===== src/rtl/lcd_fill_rect.sv =====
// Rectangle-fill command generator for the ST7735 SPI path.
// Sends CASET/RASET/RAMWR followed by two RGB565 colour bytes per pixel, one byte per lcd_write handshake.
module lcd_fill_rect #(
    parameter int X_OFFSET = 2,
    parameter int Y_OFFSET = 1
) (
    input  logic        sys_clk,
    input  logic        sys_rst_n,
    input  logic        fill_flag,
    input  logic [8:0]  x_start,
    input  logic [8:0]  x_end,
    input  logic [8:0]  y_start,
    input  logic [8:0]  y_end,
    input  logic [15:0] color,
    input  logic        wr_done,
    output logic [8:0]  fill_data,
    output logic        en_write_fill,
    output logic        busy,
    output logic        fill_done
);

    typedef enum logic [2:0] {
        IDLE,
        CHECK,
        SEND,
        WAIT,
        NEXT,
        DONE
    } state_t;

    // Byte indices 0..10 are the command header; index 11 means "in the pixel loop".
    localparam logic [3:0] PIX_IDX = 4'd11;

    localparam logic [8:0] CMD_CASET = 9'h02A;
    localparam logic [8:0] CMD_RASET = 9'h02B;
    localparam logic [8:0] CMD_RAMWR = 9'h02C;

    state_t      state;
    state_t      state_nxt;

    logic [8:0]  x_start_r;
    logic [8:0]  x_end_r;
    logic [8:0]  y_start_r;
    logic [8:0]  y_end_r;
    logic [15:0] color_r;

    logic [8:0]  col_cnt;
    logic [8:0]  row_cnt;
    logic [3:0]  byte_idx;
    logic        pix_half;

    logic [15:0] xs_addr;
    logic [15:0] xe_addr;
    logic [15:0] ys_addr;
    logic [15:0] ye_addr;
    logic        rect_valid;
    logic        last_pixel;
    logic [8:0]  cur_byte;

    // Panel addresses are 16 bits wide so an offset past column/row 511 is not lost.
    assign xs_addr = 16'(x_start_r) + 16'(X_OFFSET);
    assign xe_addr = 16'(x_end_r)   + 16'(X_OFFSET);
    assign ys_addr = 16'(y_start_r) + 16'(Y_OFFSET);
    assign ye_addr = 16'(y_end_r)   + 16'(Y_OFFSET);

    assign rect_valid = (x_end_r >= x_start_r) && (y_end_r >= y_start_r);
    assign last_pixel = (byte_idx == PIX_IDX) && pix_half &&
                        (col_cnt == x_end_r) && (row_cnt == y_end_r);

    always_comb begin
        // NOTE: every always_comb output gets a default first so no path can infer a latch.
        cur_byte = {1'b1, pix_half ? color_r[7:0] : color_r[15:8]};
        case (byte_idx)
            4'd0:    cur_byte = CMD_CASET;
            4'd1:    cur_byte = {1'b1, xs_addr[15:8]};
            4'd2:    cur_byte = {1'b1, xs_addr[7:0]};
            4'd3:    cur_byte = {1'b1, xe_addr[15:8]};
            4'd4:    cur_byte = {1'b1, xe_addr[7:0]};
            4'd5:    cur_byte = CMD_RASET;
            4'd6:    cur_byte = {1'b1, ys_addr[15:8]};
            4'd7:    cur_byte = {1'b1, ys_addr[7:0]};
            4'd8:    cur_byte = {1'b1, ye_addr[15:8]};
            4'd9:    cur_byte = {1'b1, ye_addr[7:0]};
            4'd10:   cur_byte = CMD_RAMWR;
            default: ;
        endcase
    end

    always_comb begin
        state_nxt = state;
        case (state)
            IDLE:    if (fill_flag) state_nxt = CHECK;
            CHECK:   state_nxt = rect_valid ? SEND : DONE;
            SEND:    state_nxt = WAIT;
            WAIT:    if (wr_done) state_nxt = NEXT;
            NEXT:    state_nxt = last_pixel ? DONE : SEND;
            DONE:    state_nxt = IDLE;
            default: state_nxt = IDLE;
        endcase
    end

    always_ff @(posedge sys_clk) begin
        // NOTE: sequential state uses non-blocking assignments so every flop samples pre-edge values.
        if (!sys_rst_n) state <= IDLE;
        else            state <= state_nxt;
    end

    always_ff @(posedge sys_clk) begin
        if (!sys_rst_n) begin
            x_start_r     <= '0;
            x_end_r       <= '0;
            y_start_r     <= '0;
            y_end_r       <= '0;
            color_r       <= '0;
            col_cnt       <= '0;
            row_cnt       <= '0;
            byte_idx      <= '0;
            pix_half      <= 1'b0;
            fill_data     <= 9'h000;
            en_write_fill <= 1'b0;
            busy          <= 1'b0;
            fill_done     <= 1'b0;
        end else begin
            en_write_fill <= 1'b0;
            fill_done     <= 1'b0;
            case (state)
                IDLE: begin
                    if (fill_flag) begin
                        x_start_r <= x_start;
                        x_end_r   <= x_end;
                        y_start_r <= y_start;
                        y_end_r   <= y_end;
                        color_r   <= color;
                        col_cnt   <= x_start;
                        row_cnt   <= y_start;
                        byte_idx  <= '0;
                        pix_half  <= 1'b0;
                        busy      <= 1'b1;
                    end
                end
                SEND: begin
                    fill_data     <= cur_byte;
                    en_write_fill <= 1'b1;
                end
                NEXT: begin
                    if (byte_idx != PIX_IDX) begin
                        byte_idx <= byte_idx + 4'd1;
                    end else if (!pix_half) begin
                        pix_half <= 1'b1;
                    end else begin
                        pix_half <= 1'b0;
                        // Compare before incrementing so x_end = 511 never wraps the counter.
                        if (col_cnt == x_end_r) begin
                            col_cnt <= x_start_r;
                            row_cnt <= row_cnt + 9'd1;
                        end else begin
                            col_cnt <= col_cnt + 9'd1;
                        end
                    end
                end
                DONE: begin
                    busy      <= 1'b0;
                    fill_done <= 1'b1;
                end
                default: ;
            endcase
        end
    end

endmodule


===== config.mk =====
export PLATFORM = sky130hd
export DESIGN_NAME = lcd_fill_rect
export DESIGN_NICKNAME = d
export VERILOG_FILES = /design/src/rtl/lcd_fill_rect.sv
export SDC_FILE = /design/constraint.sdc
export NUM_CORES = 1
export LEC_CHECK = 0
export CORE_ASPECT_RATIO = 1.1
export CORE_MARGIN = 2
export CORE_UTILIZATION = 60
export CTS_CLUSTER_SIZE = 25
export DETAILED_ROUTE_END_ITERATION = 8
export GPL_ROUTABILITY_DRIVEN = 0
export HOLD_SLACK_MARGIN = 0.12
export PLACE_DENSITY_LB_ADDON = 0.15
export SLEW_MARGIN = 0
export SYNTH_ARGS = -nofsm -noshare
export SYNTH_HDL_FRONTEND = slang
export SYNTH_SLANG_ARGS = --single-unit

===== constraint.sdc =====
create_clock -name sys_clk -period 3.1 [get_ports sys_clk]
set_clock_uncertainty 0.15 [all_clocks]
set_input_delay 0.62 -clock sys_clk [delete_from_list [all_inputs] [get_ports sys_clk]]
set_output_delay 0.62 -clock sys_clk [all_outputs]
set_load 0.01 [all_outputs]

# Yosys cells after proc, flatten, opt, wreduce, memory -nomap -nowiden
# Index checks and enable logic that the tools add are counted.
[classes]
add_sub_neg = 7
magnitude_cmp = 2
eq_ne = 25
n_mux = 28
n_reduce_logical = 15
[ops]
columns = ["op", "n"]
rows = [
  ["$pmux 9 s11", 1],
  ["$mux 9", 8],
  ["$pmux 9 s2", 2],
  ["$add 9x1->10 const B", 2],
  ["$add 9x2->10 const B", 2],
  ["$add 9x1->9 const B", 2],
  ["$eq 9x9->1", 2],
  ["$ge 9x9->1", 2],
  ["$eq 4x3->1 const B", 4],
  ["$eq 4x4->1 const B", 4],
  ["$pmux 3 s5", 1],
  ["$mux 3", 4],
  ["$ne 2x2->1 const B", 6],
  ["$eq 4x2->1 const B", 2],
  ["$mux 4", 2],
  ["$mux 8", 1],
  ["$pmux 4 s2", 1],
  ["$eq 3x2->1 const B", 2],
  ["$eq 3x3->1 const B", 2],
  ["$mux 1", 6],
  ["$reduce_and 2->1", 3],
  ["$reduce_and 3->1", 2],
  ["$reduce_and 5->1", 1],
  ["$add 4x1->4 const B", 1],
  ["9 further kinds", 14],
]
[word_totals]
reg_bits = 90
out_inout_bits = 12

# Longest topological paths before layout
# Gate-level depths: netlist of run 1.
[depth]
word_depth = 6
mapped_depth = 8
depth_no_buf = 7

# Worst setup path after synthesis of run 1
# No wires, ideal clock.
[synth_timing]
path_kind = "register -> register"
from = "register byte_idx[0]"
to = "register fill_data[5]"
setup_ns = 0.130
arrival_time_ns = 1.718
required_ns = 2.820
path_slack_ns = 1.102
stages_incl_launch_ff = 8
n_path_buf = 0
period_less_slack_ns = 1.998
path_cell_list = "dfxtp_1 > inv_1 > ha_1 > or4_1 > nand2b_1 > nand2_1 > a211oi_1 > o31ai_1"
[synth_between]
elab_chain_cells = 2
word_cells_on_any_way = 12
[synth_rtl]
columns = ["element", "line_no", "text"]
rows = [
  ["from (decl)", "49", "logic [3:0] byte_idx;"],
  ["from (signal assigned)", "147", "byte_idx <= byte_idx + 4'd1;"],
  ["$eq 4x4->1 (tied with other cells)", "73", "case (byte_idx)"],
  ["$pmux 9 s11 *", "73", ""],
  ["to (signal assigned)", "142", "fill_data <= cur_byte;"],
  ["to (decl)", "16", "output logic [8:0] fill_data,"],
]
# Mark *: on every way between the ends. The rest lies on a longest branch, timed or not.
# A chain may end at the register's enable or synchronous reset.

# Worst setup path in the final report of run 1
[layout_timing]
from = "register state[2]"
to = "register row_cnt[6]"
[layout_between]
elab_chain_cells = 3
word_cells_on_any_way = 9
[layout_rtl]
columns = ["element", "line_no", "text"]
rows = [
  ["from (decl)", "38", "state_t state;"],
  ["from (signal assigned)", "105", "else state <= state_nxt;"],
  ["$eq 3x3->1 / $logic_not 3->1 (equally long branches)", "126", "case (state)"],
  ["$ne 2x2->1 (no line) / $reduce_bool 2->1 (equally long branches)", "-", ""],
  ["$reduce_and 5->1 (no line)", "-", ""],
  ["to (signal assigned)", "135", "row_cnt <= y_start;"],
  ["to (signal assigned)", "155", "row_cnt <= row_cnt + 9'd1;"],
  ["to (decl)", "48", "logic [8:0] row_cnt;"],
]
# Parallel ways exist; a longest one is shown, timed or not.

==> key figures, run 1 <==
Run status
  – Status: completed

Yosys
  – Top-count cell post-synth: nand2_1
  – Seq/Total Area, Yosys: 0.319
  – Cell area after synthesis: between 0.005 and 0.006 sq mm
  – Synth Register Bits: 90
  – Synth top cells by count: nand2_1, dfxtp_1, a21oi_1
  – Syn nets: 832
  – Number of synthesized flops with an enable pin: 0
  – Ys Warns: 0
  – Cells after Synth: 748
  – Main area contributors after synthesis: dfxtp_1, nand2_1, a21oi_1
  – Syn Area/Cell: 7.55 sq um
  – Synth cell types: 67
  – Area share of the largest cell type after synthesis: 0.319
  – Largest area contributor in the netlist: dfxtp_1
  – Asr flop ratio synth: 0
  – Prevailing post-synth register cell: dfxtp_1

Power and ir drop
  – Total power: roughly 4.6 mW
  – P_leak: 2.46 nW
  – Power Density: roughly 690 mW/mm^2
  – Maximum VDD drop: 0.000413 V

Clock tree
  – Clock root buffer: clkbuf_8
  – CTS Buffer Depth: 2
  – # Post-CTS Setup Buffers: 0
  – Clock-pin slew on the worst setup and hold paths: about 0.090 ns
  – CTS sink cnt: 90
  – TritonCTS clock tree: yes
  – Worst skew pair latency: between 0.3 and 0.4 ns
  – Clock buffer count from CTS: 9
  – H-tree levels: 3
  – PostCTS Resize Cnt: 0
  – Hold buffers post-CTS: 0

Place
  – Placed cell area: between 0.006 and 0.007 sq mm
  – Setup WS pre-CTS: 0.236 ns
  – Inst Count DP: roughly 900
  – Final HPWL DP: 11600 um
  – I/O Buffers: 67

GRT
  – Grt met2 use: 0.527
  – Antenna violations before repair: 0
  – Global Route met3 Usage: 0.0636
  – Number of global-route vias before repair: 5500
  – Pin count of the biggest net entering global routing: 37
  – M1 GR Usage: 0.400
  – Total congestion overflow: 0
  – Gr usage total: 0.325
  – Grt peak-use layer: met2
  – First-pass GRT wire length: ~26000 um

Timing
  – Final Max Tran Viols: 0
  – Final min period: 2.60 ns
  – Relative max-transition margin: 0.448
  – Hold Slack: 0.306 ns
  – Actual slew at the worst max-slew pin: roughly 0.8 ns
  – RSZ-0062 raised after global routing: false
  – Final setup violation count: 0
  – Final period utilization: 0.840
  – Fin worst setup slack: about 0.50 ns
  – Setup Total Neg Slack: 0 ns
  – Fin. Hold Viols: 0
  – Max Clock Freq: ~380 MHz

Floorplan
  – Die Area: 0.0102 sq mm
  – Row Count: 37
  – Height of the die: roughly 110 um
  – Initial Util: 0.610
  – I/O pins: 68
  – Die width: ~97 um
  – Core area: approximately 0.0093 sq mm

Detailed routing
  – Vias: 5772
  – # DRC: 0
  – First DRT Iteration DRCs: 600
  – DRT Wirelength: approximately 16000 um
  – Initial DRT Pass Iterations: 6
  – Remaining antenna violation count: 0
  – Vias per cell: about 6.3
  – DR WL/cell: around 17 um

Worst setup path
  – Crit path DAT: about 2.7 ns
  – CP max FO: 13
  – Worst Setup Start Kind: flop
  – Worst Path Required: 3.22 ns
  – Crit Path Category: flop to flop
  – Critical Path End Type: flop

Finish
  – Antenna Cells: 0
  – Fin nets: roughly 880
  – Layout Utilization: 0.709
  – Finished Cell Area: between 0.006 and 0.007 sq mm
  – Layout cells sized above 1: 0.0590
  – Fill count: 767
  – Area Growth Syn to Fin: 16.3%
  – Non-Filler Instances: roughly 910

Min path
  – Hold Crit Class: flop to flop

Flow run
  – MaxCap Viol Count: 0
[power by group]
part	switching (mW)	internal [mW]
Clock	0.448	0.396
Combinational	1.12	0.782
Sequential	0.404	1.41
[path summary, 6_finish.rpt]
check | startpoint | end | slack (ns) | cells past startpoint
worst max-delay path | state[2] | row_cnt[6] | 0.50 | 4
worst min register to register | color_r[4] | color_r[4] | 0.31 | 2
worst min-delay path | color_r[4] | color_r[4] | 0.31 | 2
worst max register to register | state[2] | row_cnt[6] | 0.50 | 4
[layout make-up]
cell class / count / area, sq um / share of cell area
Clock buffer: 10 / 138 / 0.0210
Clock inverter: 6 / 65.1 / 0.00991
Inverter: 29 / 109 / 0.0166
Multi-Input combinational cell: 582 / 3540 / 0.539
Sequential cell: 90 / 1800 / 0.274
Tap cell: 117 / 146 / 0.0223
Timing Repair Buffer: 80 / 768 / 0.117
[layout by cell type, fill, tap and decap left out, types with 13 or more instances in the layout]
cell,count
nand2_1,151
dfxtp_1,90
a21oi_1,80
clkdlybuf4s50_1,67
nand3_1,41
nor2_1,38
inv_1,28
ha_1,28
xor2_1,24
xnor2_1,23
o21ai_0,22
a31oi_1,17
buf_4,13
[flip-flops by register name, indices dropped and copies added (netlist names)]
register and cells:
y_end_r 9, busy 1, col_cnt 9, row_cnt 9, state 3, x_start_r 9, byte_idx 4, x_end_r 9
color_r 16, fill_done 1, fill_data 9, pix_half 1, y_start_r 9, en_write_fill 1
[per-layer routing]
metal  up-vias  share of wire
met5         -              0
met4         0          0.042
met3        71          0.078
met2       274           0.47
met1      2681           0.41
li1       2746              -
[logic make-up after synthesis]
family / synth area share
simple gates: 0.259
compound gates: 0.212
flops: 0.319
buf+inv: 0.0560
xor+xnor: 0.0729
fa+ha+maj: 0.0620
mux: 0.0199
[worst max-delay path: stages, from the launching register on]
cell	delay [ns]
dfxtp_1	0.65
or3b_1	0.59
o21ai_2	0.52
o21ai_2	0.25
o221a_1	0.33
(Power assumes the default switching activity.)
==> run 2: changes to the inputs <==
- CORE_UTILIZATION: 60 -> 51
- clock period: 3.1 -> 2.2 ns (I/O delays scaled with it)
==> run 2 against run 1 <==
Clock power is 85% higher. Combinational power rose by 76%. Setup slack got worse by 0.47 ns. Register-to-register slack worse by 0.47 ns. Sequential power rose by 31%. Critical path depth up 2. Die area grew 17%. Cell count rose by 11%. Design area up 11%. Wire length up 9.9%. Non-clock buffer count rose by 67.
==> key figures, run 2 (synthesis results as in run 1) <==
Run status
  – Status: completed (unchanged)

Floorplan
  – Core area: 0.0109 sq mm (was 0.00926 sq mm)
  – Height of the die: 114 um (was 106 um)
  – I/O pins: 68 (unchanged)
  – Die width: 104 um (was 96.5 um)
  – Die Area: 0.0119 sq mm (was 0.0102 sq mm)
  – Initial Util: 0.520 (was 0.610)
  – Row Count: 40 (was 37)

Worst setup path
  – Worst path depth: 6 (was 4)
  – Crit Path Category: flop to flop (unchanged)
  – Critical Path End Type: flop (unchanged)
  – CP peak stage delay: 0.53 ns (was 0.65 ns)
  – Worst-path cell chain: ha_1, a211oi_1, nor3_1, a31oi_1, a2111oi_2, a211o_1 (was or3b_1, o21ai_2, o21ai_2, o221a_1)
  – CP max FO: 7 (was 13)
  – Worst Path Required: 2.30 ns (was 3.22 ns)
  – CP Buf/Inv Count: 0 (unchanged)
  – Worst Setup Start Kind: flop (unchanged)
  – Critical path's top delay family: compound AO/OA/AOI/OAI gates (unchanged)
  – Crit path DAT: 2.27 ns (was 2.72 ns)
  – Slowest CP cell: dfxtp_1 (unchanged)
  – Reg2reg path depth: 6 (was 4)

Finish
  – Fin nets: 943 (was 876)
  – Fill count: 938 (was 767)
  – Multi-input logic area: 0.00360 sq mm (was 0.00354 sq mm)
  – Max FFs per register: 16 (unchanged)
  – Layout Utilization: 0.671 (was 0.709)
  – Commonest non-fill, non-tap cell in the layout: nand2_1 (unchanged)
  – Most frequent cells in the layout: nand2_1, dfxtp_1, a21oi_1, buf_4, clkdlybuf4s50_1 (was nand2_1, dfxtp_1, a21oi_1, clkdlybuf4s50_1, nand3_1)
  – FF+latch area: 0.00180 sq mm (about the same)
  – Non-Filler Instances: 1011 (was 914)
  – Largest register by flop count: color_r (unchanged)
  – Layout cells sized above 1: 0.146 (was 0.0590)
  – Antenna Cells: 0 (unchanged)
  – Area Growth Syn to Fin: 29.1% (was 16.3%)

Detailed routing
  – Remaining antenna violation count: 0 (unchanged)
  – DR WL/cell: 17.4 um (was 17.5 um)
  – First DRT Iteration DRCs: 415 (was 600)
  – Initial DRT Pass Iterations: 5 (was 6)
  – Vias per cell: 5.98 (was 6.32)
  – DRT Wirelength: 17600 um (was 16000 um)
  – # DRC: 0 (unchanged)
  – Vias: 6045 (was 5772)

Flow run
  – MaxCap Viol Count: 0 (unchanged)

Clock tree
  – CTS Buffer Depth: 2 (unchanged)
  – Worst skew pair latency: 0.36 ns (was 0.38 ns)
  – H-tree levels: 3 (unchanged)
  – CTS sink cnt: 90 (unchanged)
  – Clock-pin slew on the worst setup and hold paths: 0.07 ns (was 0.09 ns)
  – TritonCTS clock tree: yes (unchanged)
  – Clock root buffer: clkbuf_16 (was clkbuf_8)
  – # Post-CTS Setup Buffers: 0 (unchanged)
  – Clock buffer count from CTS: 9 (unchanged)

Place
  – Final HPWL DP: 13100 um (was 11600 um)
  – I/O Buffers: 67 (unchanged)
  – Inst Count DP: 995 (was 898)

GRT
  – Antenna violations before repair: 0 (unchanged)
  – Total congestion overflow: 0 (unchanged)
  – First-pass GRT wire length: 28000 um (was 26100 um)
  – Pin count of the biggest net entering global routing: 38 (was 37)
  – Number of global-route vias before repair: 5693 (was 5500)
  – Gr usage total: 0.295 (was 0.325)

Timing
  – Final min period: 2.17 ns (was 2.60 ns)
  – Final setup violation count: 0 (unchanged)
  – Actual slew at the worst max-slew pin: 0.527 ns (was 0.825 ns)
  – Final period utilization: 0.987 (was 0.840)
  – Fin. Hold Viols: 0 (unchanged)
  – Max Clock Freq: 461 MHz (was 384 MHz)
  – Setup Total Neg Slack: 0 ns (unchanged)
  – Final Max Tran Viols: 0 (unchanged)
  – Relative max-transition margin: 0.648 (was 0.448)

Power and ir drop
  – Maximum VDD drop: 0.000486 V (was 0.000413 V)
  – Power Density: 1000 mW/mm^2 (was 695 mW/mm^2)
  – Cell Int Power: 4.32 mW (was 2.59 mW)
  – Gate power share: 0.461 (was 0.418)
  – P_leak: 2.86 nW (was 2.46 nW)
  – Sequential share of power: 0.325 (was 0.397)
  – Psw: 2.98 mW (was 1.98 mW)
  – Sw Ratio: 0.408 (was 0.433)
  – Clock network power share: 0.214 (was 0.185)

Min path
  – Hold Crit Class: flop to flop (unchanged)
  – Hold Path Depth: 2 (unchanged)
[run 2: cell count changes in the layout (fill, tap and decap cells not counted), sizes merged]
cell	change
buf	+67
clkinv	-1
clkbuf	+1
inv	-1
clkinvlp	+1
[run 2: power by group through the flow]
stage	sequential [mW]	combinational (mW)	clock, mW
2_1_floorplan	2.32	2.07	0
3_3_place_gp	2.38	3.16	0
3_5_place_dp	2.39	3.25	0
4_1_cts	2.36	3.28	1.57
5_1_grt	2.42	3.67	1.65
6_report	2.37	3.36	1.56
[run 2: area by class of cell]
| type | instances | area share |
|---|---|---|
| inverters | 29 | 0.0149 |
| clock inverters | 5 | 0.00755 |
| clock buffers | 11 | 0.0319 |
| flip-flops and latches | 90 | 0.247 |
| multi-input cells | 582 | 0.493 |
| repair buffers | 147 | 0.180 |
| well taps | 147 | 0.0252 |
[run 2: timing repair]
action | 4_1_cts | 5_1_grt
gates resized for setup | 5 | 14
endpoints found under the hold margin | 0 | 0
hold buffers | 0 | 0
setup endpoints to repair | 4 | 18
gates cloned | 0 | 0
[run 2: metrics by stage]
stage | cell area (sq um) | setup slack (ns) | hold slack (ns) | power [mW]
after floorplan | 5650 | 0.202 | 0.282 | 4.39
after global placement | 6940 | -0.310 | 0.292 | 5.54
after detailed placement | 6940 | -0.362 | 0.296 | 5.64
after CTS | 7240 | 0.00754 | 0.306 | 7.21
after global routing | 7290 | -0.0508 | 0.320 | 7.73
final | 7290 | 0.0293 | 0.305 | 7.30
[run 2: layer usage]
layer	track usage	routed length (um)
met4	0.141	618
met2	0.499	8500
met3	0.0694	1290
met5	0	0
met1	0.354	7150
[run 2: worst paths after layout]
path                            slack, ns      endpoint          from
worst max-delay path                 0.03      state[1]    x_end_r[2]
worst min register to register       0.30  fill_data[8]  fill_data[8]
worst max register to register       0.03      state[1]    x_end_r[2]
worst min-delay path                 0.30  fill_data[8]  fill_data[8]
[run 2: tightest hold or removal path, delay by kind of cell, from the launching register on]
| family | cells | cell delay [ns] |
|---|---|---|
| AOI/OAI and AO/OA | 1 | 0.05 |
| DFF | 1 | 0.31 |
| and+or+nand+nor | 1 | 0.05 |
==> run 3: changes to the inputs <==
- SKIP_CTS_REPAIR_TIMING: not set -> 1
==> run 3 against run 2 <==
Sequential power is essentially flat. Die area unchanged. Cell count unchanged. Core utilization rose by 0.32 points. Combinational power is essentially flat. Fmax up 0.50%. Clock power about the same. Critical path type unchanged. Via count up 0.93%. Wire length is essentially flat. Count of clock-buffer cells in the layout is the same. Largest power group unchanged. Setup slack better by 0.011 ns. Sequential share of layout area down 0.14 points.
==> key figures, run 3 (synthesis results as in run 1) <==
Detailed routing
  – DR WL/cell: 17.4 um (about the same)
  – First DRT Iteration DRCs: 451 (was 415)
  – Initial DRT Pass Iterations: 7 (was 5)
  – # DRC: 0 (unchanged)
  – Remaining antenna violation count: 0 (unchanged)
  – Vias: 6101 (was 6045)
  – Vias per cell: 6.03 (was 5.98)
  – DRT Wirelength: 17600 um (about the same)

Worst setup path
  – Worst reg2reg path startpoint: x_end_r[2] (unchanged)
  – Crit Path Category: flop to flop (unchanged)
  – Critical Path Sink: state[1] (unchanged)
  – Worst Setup Start Kind: flop (unchanged)
  – Crit path launch: x_end_r[2] (unchanged)
  – Reg2reg path depth: 6 (unchanged)
  – Reg-to-Reg End: state[1] (unchanged)
  – Critical Path End Type: flop (unchanged)
  – Crit path DAT: 2.26 ns (was 2.27 ns)
  – Worst Path Required: 2.30 ns (about the same)
  – R2r setup slk: 0.04 ns (was 0.03 ns)
  – CP max FO: 7 (unchanged)

Clock tree
  – Clock-pin slew on the worst setup and hold paths: 0.07 ns (about the same)
  – Clock buffer count from CTS: 9 (unchanged)
  – Clock root buffer: clkbuf_16 (unchanged)
  – TritonCTS clock tree: yes (unchanged)
  – CTS sink cnt: 90 (unchanged)
  – CTS Buffer Depth: 2 (unchanged)
  – Worst skew pair latency: 0.36 ns (about the same)
  – H-tree levels: 3 (unchanged)

Power and ir drop
  – Gate power share: 0.462 (was 0.461)
  – Psw: 2.98 mW (about the same)
  – Maximum VDD drop: 0.000488 V (was 0.000486 V)
  – Clock network power share: 0.212 (was 0.214)
  – P_leak: 2.86 nW (about the same)
  – Cell Int Power: 4.32 mW (about the same)
  – Sw Ratio: 0.408 (about the same)
  – Sequential share of power: 0.325 (about the same)
  – Power Density: 996 mW/mm^2 (was 1000 mW/mm^2)

Finish
  – Most frequent cells in the layout: nand2_1, dfxtp_1, a21oi_1, buf_4, clkdlybuf4s50_1 (unchanged)
  – Largest register by flop count: color_r (unchanged)
  – FF+latch area: 0.00180 sq mm (about the same)
  – Commonest non-fill, non-tap cell in the layout: nand2_1 (unchanged)
  – Non-Filler Instances: 1011 (unchanged)
  – Area Growth Syn to Fin: 29.7% (was 29.1%)
  – Antenna Cells: 0 (unchanged)
  – Max FFs per register: 16 (unchanged)
  – Fill count: 938 (unchanged)
  – Fin nets: 943 (unchanged)
  – Layout cells sized above 1: 0.149 (was 0.146)
  – Multi-input logic area: 0.00363 sq mm (was 0.00360 sq mm)

GRT
  – Gr usage total: 0.295 (about the same)
  – First-pass GRT wire length: 27900 um (was 28000 um)
  – Antenna violations before repair: 0 (unchanged)
  – Pin count of the biggest net entering global routing: 38 (unchanged)
  – Total congestion overflow: 0 (unchanged)
  – Number of global-route vias before repair: 5674 (was 5693)

Floorplan
  – Die width: 104 um (unchanged)
  – Height of the die: 114 um (unchanged)
  – Initial Util: 0.520 (unchanged)
  – Die Area: 0.0119 sq mm (unchanged)
  – I/O pins: 68 (unchanged)
  – Row Count: 40 (unchanged)
  – Core area: 0.0109 sq mm (unchanged)

Timing
  – Final period utilization: 0.982 (was 0.987)
  – Final min period: 2.16 ns (was 2.17 ns)
  – Relative max-transition margin: 0.650 (was 0.648)
  – Final setup violation count: 0 (unchanged)
  – Final Max Tran Viols: 0 (unchanged)
  – Max Clock Freq: 463 MHz (was 461 MHz)
  – Fin. Hold Viols: 0 (unchanged)
  – Actual slew at the worst max-slew pin: 0.523 ns (was 0.527 ns)
  – Setup Total Neg Slack: 0 ns (unchanged)

Place
  – Final HPWL DP: 13100 um (unchanged)
  – I/O Buffers: 67 (unchanged)
  – Inst Count DP: 995 (unchanged)

Run status
  – Status: completed (unchanged)

Flow run
  – MaxCap Viol Count: 0 (unchanged)

Min path
  – Hold Crit Class: flop to flop (unchanged)
==> run 3: cell type report <==
| cell class | instances | share of cell area |
|---|---|---|
| flip-flops and latches | 90 | 0.246 |
| well taps | 147 | 0.0251 |
| clock buffers | 11 | 0.0318 |
| clock inverters | 5 | 0.00751 |
| multi-input cells | 582 | 0.496 |
| inverters | 29 | 0.0149 |
| repair buffers | 147 | 0.179 |
==> run 3: metrics by stage <==
stage,hold slack (ns),area (sq um),setup WS [ns],util,power (mW)
finish,0.304,7330,0.0401,0.675,7.30
global route,0.320,7330,-0.0508,0.675,7.74
detailed placement,0.296,6940,-0.362,0.639,5.64
CTS,0.306,7230,-0.0999,0.666,7.20
global placement,0.292,6940,-0.310,0.639,5.54
floorplan,0.282,5650,0.202,-,4.39
==> run 3: worst min path at each step <==
stage | from | endpoint | slack, ns | cells after the start
after global routing | color_r[4] | color_r[4] | 0.32 | 2
after detailed placement | color_r[0] | color_r[0] | 0.30 | 2
final | fill_data[8] | fill_data[8] | 0.30 | 2
after floorplan | color_r[10] | color_r[10] | 0.28 | 2
after global placement | fill_data[8] | fill_data[8] | 0.29 | 2
after CTS | fill_data[8] | fill_data[8] | 0.31 | 2
==> run 3: critical path, cell delays in order, from the launching register on <==
cell and delay (ns):
dfxtp_1 0.53, ha_1 0.32, a211oi_1 0.22, nor3_1 0.07
a31oi_1 0.32, a2111oi_2 0.15, a211o_1 0.29
==> run 3: per-layer routing <==
metal | part of all wire | GRT usage | vias up
li1 | - | - | 2892
met1 | 0.41 | 0.355 | 2876
met2 | 0.49 | 0.503 | 278
met3 | 0.070 | 0.0683 | 55
met4 | 0.034 | 0.132 | 0
met5 | 0 | 0 | -
==> run 3: power by group through the flow <==
stage                     Sequential (mW)  Combinational [mW]  Clock (mW)
after CTS                            2.36                3.28        1.57
after detailed placement             2.39                3.25           0
after global placement               2.38                3.16           0
after floorplan                      2.32                2.07           0
final                                2.37                3.37        1.55
after global routing                 2.42                3.67        1.65
==> patch 1, RTL diff (settings of run 2) <==
Compare `byte_idx` against `PIX_IDX` with >= in place of ==.
--- a/src/rtl/lcd_fill_rect.sv
+++ b/src/rtl/lcd_fill_rect.sv
@@ -64,7 +64,7 @@
     assign ye_addr = 16'(y_end_r)   + 16'(Y_OFFSET);
 
     assign rect_valid = (x_end_r >= x_start_r) && (y_end_r >= y_start_r);
-    assign last_pixel = (byte_idx == PIX_IDX) && pix_half &&
+    assign last_pixel = (byte_idx >= PIX_IDX) && pix_half &&
                         (col_cnt == x_end_r) && (row_cnt == y_end_r);
 
     always_comb begin
Function: no difference found for any inputs over 10 cycles, from zero or initial values and one cycle with sys_rst_n low; that may be too few to reach the edited logic, so the function may still have changed.
==> patch 1 against run 2 <==
- via count fell by 5.6%
- maximum frequency rose by 2.4%
- sequential cell count did not move
- wire length fell by 5.7%
- setup slack improved by 0.051 ns
- area after synthesis fell by 1.7%
- non-clock buffer count fell by 10
- cell area fell by 3.1%
- die area fell by 1.6%
- total power rose by 1.7%
- critical path type unchanged
- largest cell class unchanged
- largest power group unchanged
- highest routed layer unchanged
==> patch 1: results (changes against run 2) <==
* Peak VDD IR at 500 µV (+2.8%)
* Ant. Diodes at 0 (unchanged)
* Commonest cells post-synth: 145 x nand2_1, 90 x a21oi_1, 90 x dfxtp_1, 42 x nor2_1, 35 x clkbuf_1
* Clock Latency Late Sink at 0.35 ns
* Worst slack at placement at 0.0648 ns (+0.427 ns)
* GRT Resource Usage Total at 28.6% (-0.92 points)
* Worst-path fanout max at 2 (-5)
* Static Leak at 2.75 nW (-3.8%)
* Layout cells sized above 1 at 12.9% (-1.6 points)
* Largest Register: color_r
* Synth top area cells: dfxtp_1 32%, nand2_1 9.8%, a21oi_1 8.1%, ha_1 6.3%, xnor2_1 3.9%
* Via count of the first global-routing pass at 5678 (-0.26%)
* Synth warnings at 0 (unchanged)
* Status: finished clean
* Worst-path clk slew at 0.07 ns (about the same)
* First-pass GRT wire length at 27400 µm (-2.0%)
* Initial DRT Pass Iterations at 5 (unchanged)
* Hold Crit Class: reg2reg
* R2R Setup Slk at 0.08 ns (+0.05 ns)
* Max Root-Sink Buffers at 2 (unchanged)
* Post-DP HPWL at 12200 µm (-6.7%)
* Avg WL per Cell at 16.9 µm (-2.4%)
* Initial antenna violation count at 0 (unchanged)
* Filler Cell Count at 917 (-2.2%)
* Sw Ratio at 40.7% (-0.14 points)
* Buffers on Ports at 67 (unchanged)
* Remaining Overflow, GRT at 0 (unchanged)
* Async set-reset flop share out of synthesis at 0% (unchanged)
* Placed inst area at 0.00676 mm² (-2.6%)
* Synth cell types at 63 (-6.0%)
* CP max-delay cell: a2111oi_1
* Total CTS buffers at 9 (unchanged)
* H-Tree Depth at 3 (unchanged)
* First-iteration detailed-routing DRC count at 353 (-15%)
* Hold WS at 0.306 ns (+0.00109 ns)
* Seq/Total Area, Yosys at 32.4% (+0.54 points)
* Worst path top cell family by delay: compound AO/OA/AOI/OAI gates
* Worst-Margin Slew at 0.366 ns (-0.160 ns)
* # Post-CTS Setup Buffers at 0 (unchanged)
* Syn nets at 814 (-2.2%)
* Pin count of the biggest net entering global routing at 35 (-7.9%)
* Clk root buf: clkbuf_16
* Largest register FFs at 16 (unchanged)
* Vias per inst at 5.84 (-2.3%)
* Main flop type after synthesis: dfxtp_1
* Crit path arrival time at 2.20 ns (-0.07 ns)
* Nets at 913 (-3.2%)
* CP peak stage delay at 0.45 ns (-0.08 ns)
* Min Tclk post-route at 2.12 ns (-0.0512 ns)
==> patch 1: changes by cell type after synthesis, sizes merged, moves of 5 or more <==
cell,before,now
a31oi,18,6
mux2i,9,15
clkbuf,27,35
buf,20,14
a211oi,12,5
o211ai,4,9
nand2,151,145
o21ai,26,17
a21oi,80,90
o22ai,9,14
or3,10,3
nand3,41,32
==> patch 1: worst min-delay path, cell delays in order, from the launching register on <==
cell and delay (ns):
dfxtp_1 0.31, nand2_1 0.05, a21oi_1 0.05
==> patch 1: what timing repair did <==
| item | in CTS | in global routing |
|---|---|---|
| endpoints found under the hold margin | 0 | 0 |
| endpoints found under the setup margin | 0 | 7 |
| resized for setup | 0 | 5 |
| hold buffers | 0 | 0 |
==> patch 1: power by group through the flow <==
stage               clock network, W  registers (W)  logic (W)
global route                 0.00166        0.00244    0.00378
detailed placement                 0        0.00241    0.00335
floorplan                          0        0.00237    0.00214
global placement                   0        0.00240    0.00326
CTS                          0.00158        0.00238    0.00339
finish                       0.00157        0.00239    0.00345
==> patch 1: cells by family (layout without fill, tap and decap cells) <==
group / after synthesis / in the layout / synth area share (%)
compound gates: 184 / 184 / 21.1
xor+xnor: 48 / 48 / 7.57
fa+ha+maj: 28 / 28 / 6.31
buf+inv: 78 / 182 / 5.86
flops: 90 / 90 / 32.4
mux: 17 / 17 / 3.11
simple gates: 285 / 285 / 23.6
==> patch 1: routing by layer <==
| metal | vias to the layer above | track usage [%] | wire length, µm |
|---|---|---|---|
| li1 | 2771 | - | - |
| met5 | - | 0 | 0 |
| met4 | 0 | 13.3 | 478 |
| met1 | 2673 | 35.4 | 7150 |
| met2 | 217 | 48.3 | 7840 |
| met3 | 45 | 5.60 | 1080 |
==> patch 1: final timing paths <==
kind / start / end / depth (start not counted)
min: color_r[8] / color_r[8] / 2
max: x_start_r[4] / state[1] / 7
min reg2reg: color_r[8] / color_r[8] / 2
max reg2reg: x_start_r[4] / state[1] / 7
==> patch 1: final cells by class <==
class,instances,area [µm²],share of cell area (%)
repair buffers,137,1230,17.5
flip-flops and latches,90,1800,25.5
inverters,29,109,1.54
well taps,143,179,2.53
multi-input cells,562,3440,48.8
clock inverters,6,65.1,0.921
clock buffers,10,229,3.24
==> patch 1: through the flow <==
step	util, %	setup TNS, ns	instances
final	67.3	0	977
after global routing	67.3	-0.00545	977
after CTS	67.2	0	977
after detailed placement	64.4	0	961
after global placement	64.4	0	961
after floorplan	-	0	730
==> patch 2, RTL diff (config.mk and constraints of run 2) <==
Without the edit above. Reset style: asynchronous (`sys_rst_n`), changed in 2 clocked blocks.
--- a/src/rtl/lcd_fill_rect.sv
+++ b/src/rtl/lcd_fill_rect.sv
@@ -99,13 +99,13 @@
         endcase
     end
 
-    always_ff @(posedge sys_clk) begin
+    always_ff @(posedge sys_clk or negedge sys_rst_n) begin
         // NOTE: sequential state uses non-blocking assignments so every flop samples pre-edge values.
         if (!sys_rst_n) state <= IDLE;
         else            state <= state_nxt;
     end
 
-    always_ff @(posedge sys_clk) begin
+    always_ff @(posedge sys_clk or negedge sys_rst_n) begin
         if (!sys_rst_n) begin
             x_start_r     <= '0;
             x_end_r       <= '0;
Function: differs if sys_rst_n is asserted again (counterexample within 4 cycles, from zero or initial values and one cycle with sys_rst_n low); with sys_rst_n held inactive, the same outputs for 10 cycles.
==> patch 2 against run 2 <==
- critical path depth up 3
- wire length down 7.6%
- synthesized cell count down 11%
- largest cell class unchanged
- cell area down 1.2%
- hold slack better by 0.018 ns
- count of clock-buffer cells in the layout down 1
- combinational power up 52%
- total power up 38%
- core utilization down 1.1 points
- sequential cell count unchanged
- setup slack better by 0.015 ns
- area after synthesis up 0.51%
- critical endpoint is now state[1]
- die area up 0.49%
==> patch 2: results (changes against run 2) <==
* Status: finished clean
* CP max-delay cell: dfrtp_1
* GRT Resource Usage Total at 27.7% (-1.7 points)
* Final Setup Violations at 0 (unchanged)
* Largest Register: color_r
* Clk root buf: clkbuf_16
* Total CTS buffers at 9 (unchanged)
* Synth top area cells: dfrtp_1 40%, nand2_1 9.9%, ha_1 6.2%, xnor2_1 4.8%, o21ai_0 4.1%
* Syn nets at 752 (-9.6%)
* Hold Crit Class: reg2reg
* Seq/Total Area, Yosys at 39.7% (+7.8 points)
* Sw Ratio at 42.5% (+1.7 points)
* Worst-path clk slew at 0.07 ns (about the same)
* CP peak stage delay at 0.39 ns (-0.14 ns)
* Worst path top cell family by delay: compound AO/OA/AOI/OAI gates
* Layout cells sized above 1 at 13.1% (-1.4 points)
* Ant. Diodes at 0 (unchanged)
* Max Root-Sink Buffers at 2 (unchanged)
* Synth warnings at 0 (unchanged)
* Buffers on Ports at 67 (unchanged)
* Synth cell types at 61 (-9.0%)
* Via count of the first global-routing pass at 5296 (-7.0%)
* Largest register FFs at 16 (unchanged)
* Initial DRT Pass Iterations at 5 (unchanged)
* H-Tree Depth at 3 (unchanged)
* Vias per inst at 5.82 (-2.6%)
* Worst-Margin Slew at 0.471 ns (-0.0553 ns)
* Async set-reset flop share out of synthesis at 100% (+100 points)
* First-pass GRT wire length at 26200 µm (-6.1%)
* Commonest cells post-synth: 149 x nand2_1, 90 x dfrtp_1, 47 x o21ai_0, 36 x nor2_1, 31 x xnor2_1
* Clock Latency Late Sink at 0.35 ns
* Initial antenna violation count at 0 (unchanged)
* Static Leak at 3.14 nW (+9.7%)
* Crit path arrival time at 2.24 ns (-0.03 ns)
* Post-DP HPWL at 12000 µm (-8.6%)
* Pin count of the biggest net entering global routing at 46 (+21%)
* Worst-path fanout max at 3 (-4)
* Nets at 855 (-9.3%)
* Main flop type after synthesis: dfrtp_1
* Total Wirelength at 16200 µm (-7.6%)
* First-iteration detailed-routing DRC count at 355 (-14%)
* Peak VDD IR at 658 µV (+35%)
patch 2: path summary, 6_finish.rpt:
| check | endpoint | from | slack [ns] | cells after the start |
|---|---|---|---|---|
| worst max-delay path | state[1] | x_end_r[0] | 0.04 | 9 |
| worst min-delay path | color_r[15] | color_r[15] | 0.32 | 2 |
| worst max register to register | state[1] | x_end_r[0] | 0.04 | 9 |
| worst min register to register | color_r[15] | color_r[15] | 0.32 | 2 |
| max in group asynchronous | y_start_r[0] | sys_rst_n | 0.89 | 3 |
| min in group asynchronous | col_cnt[2] | sys_rst_n | 0.40 | 2 |
patch 2: cell families (layout without fill, tap and decap cells):
| kind of cell | count (synthesis) | after routing | synth area share [%] |
|---|---|---|---|
| xor+xnor | 47 | 47 | 7.71 |
| simple gates | 292 | 292 | 24.3 |
| fa+ha+maj | 28 | 28 | 6.17 |
| flops | 90 | 90 | 39.7 |
| buf+inv | 63 | 171 | 4.85 |
| mux | 12 | 12 | 2.18 |
| compound gates | 136 | 136 | 15.1 |
patch 2: cell type report:
cell class                 count  area [µm²]
fill                         948        3710
clock inverter                 6        90.1
timing repair buffer         124        1120
clock buffer                  10         239
sequential                    90        2260
inverter                      31         116
tap                          147         184
multi-input combinational    515        3190
patch 2: timing repair:
action / CTS / global route
buffers inserted: 0 / 5
setup endpoints to repair: 1 / 11
hold endpoints to repair: 27 / 0
pin swaps: 0 / 3
gates resized for setup: 1 / 13
hold buffers: 1 / 0
patch 2: worst reg2reg max path, stage by stage, from the launching register on:
cell and delay (ns):
dfrtp_1 0.39, inv_1 0.07, ha_1 0.26, nand2b_1 0.18, a211oi_2 0.23, o221ai_1 0.16
a21oi_2 0.21, buf_4 0.15, o31ai_1 0.06, a22o_1 0.18
patch 2: power by group through the flow:
stage	combinational (W)	sequential (W)	clock (W)
finish	0.00511	0.00327	0.00172
global route	0.00565	0.00335	0.00181
CTS	0.00494	0.00325	0.00173
detailed placement	0.00487	0.00327	0
global placement	0.00472	0.00324	0
floorplan	0.00314	0.00313	0
patch 2: metrics by stage:
stage               std cells  worst slack [ns]  hold slack [ns]  cell area (µm²)  power [W]
floorplan                 668            0.0475         -0.00559             5680    0.00627
global placement          901           0.00711            0.248             6780    0.00796
detailed placement        901           -0.0802            0.249             6780    0.00814
CTS                       918           0.00178            0.327             7120    0.00992
global route              923           -0.0256            0.343             7200     0.0108
finish                    923            0.0441            0.323             7200     0.0101
patch 2: per-layer routing:
metal / GRT usage, % / wire [µm] / vias up
li1: - / - / 2534
met5: 0 / 0 / -
met2: 48.4 / 8220 / 189
met1: 34.7 / 6750 / 2608
met3: 3.30 / 699 / 42
met4: 12.6 / 557 / 0
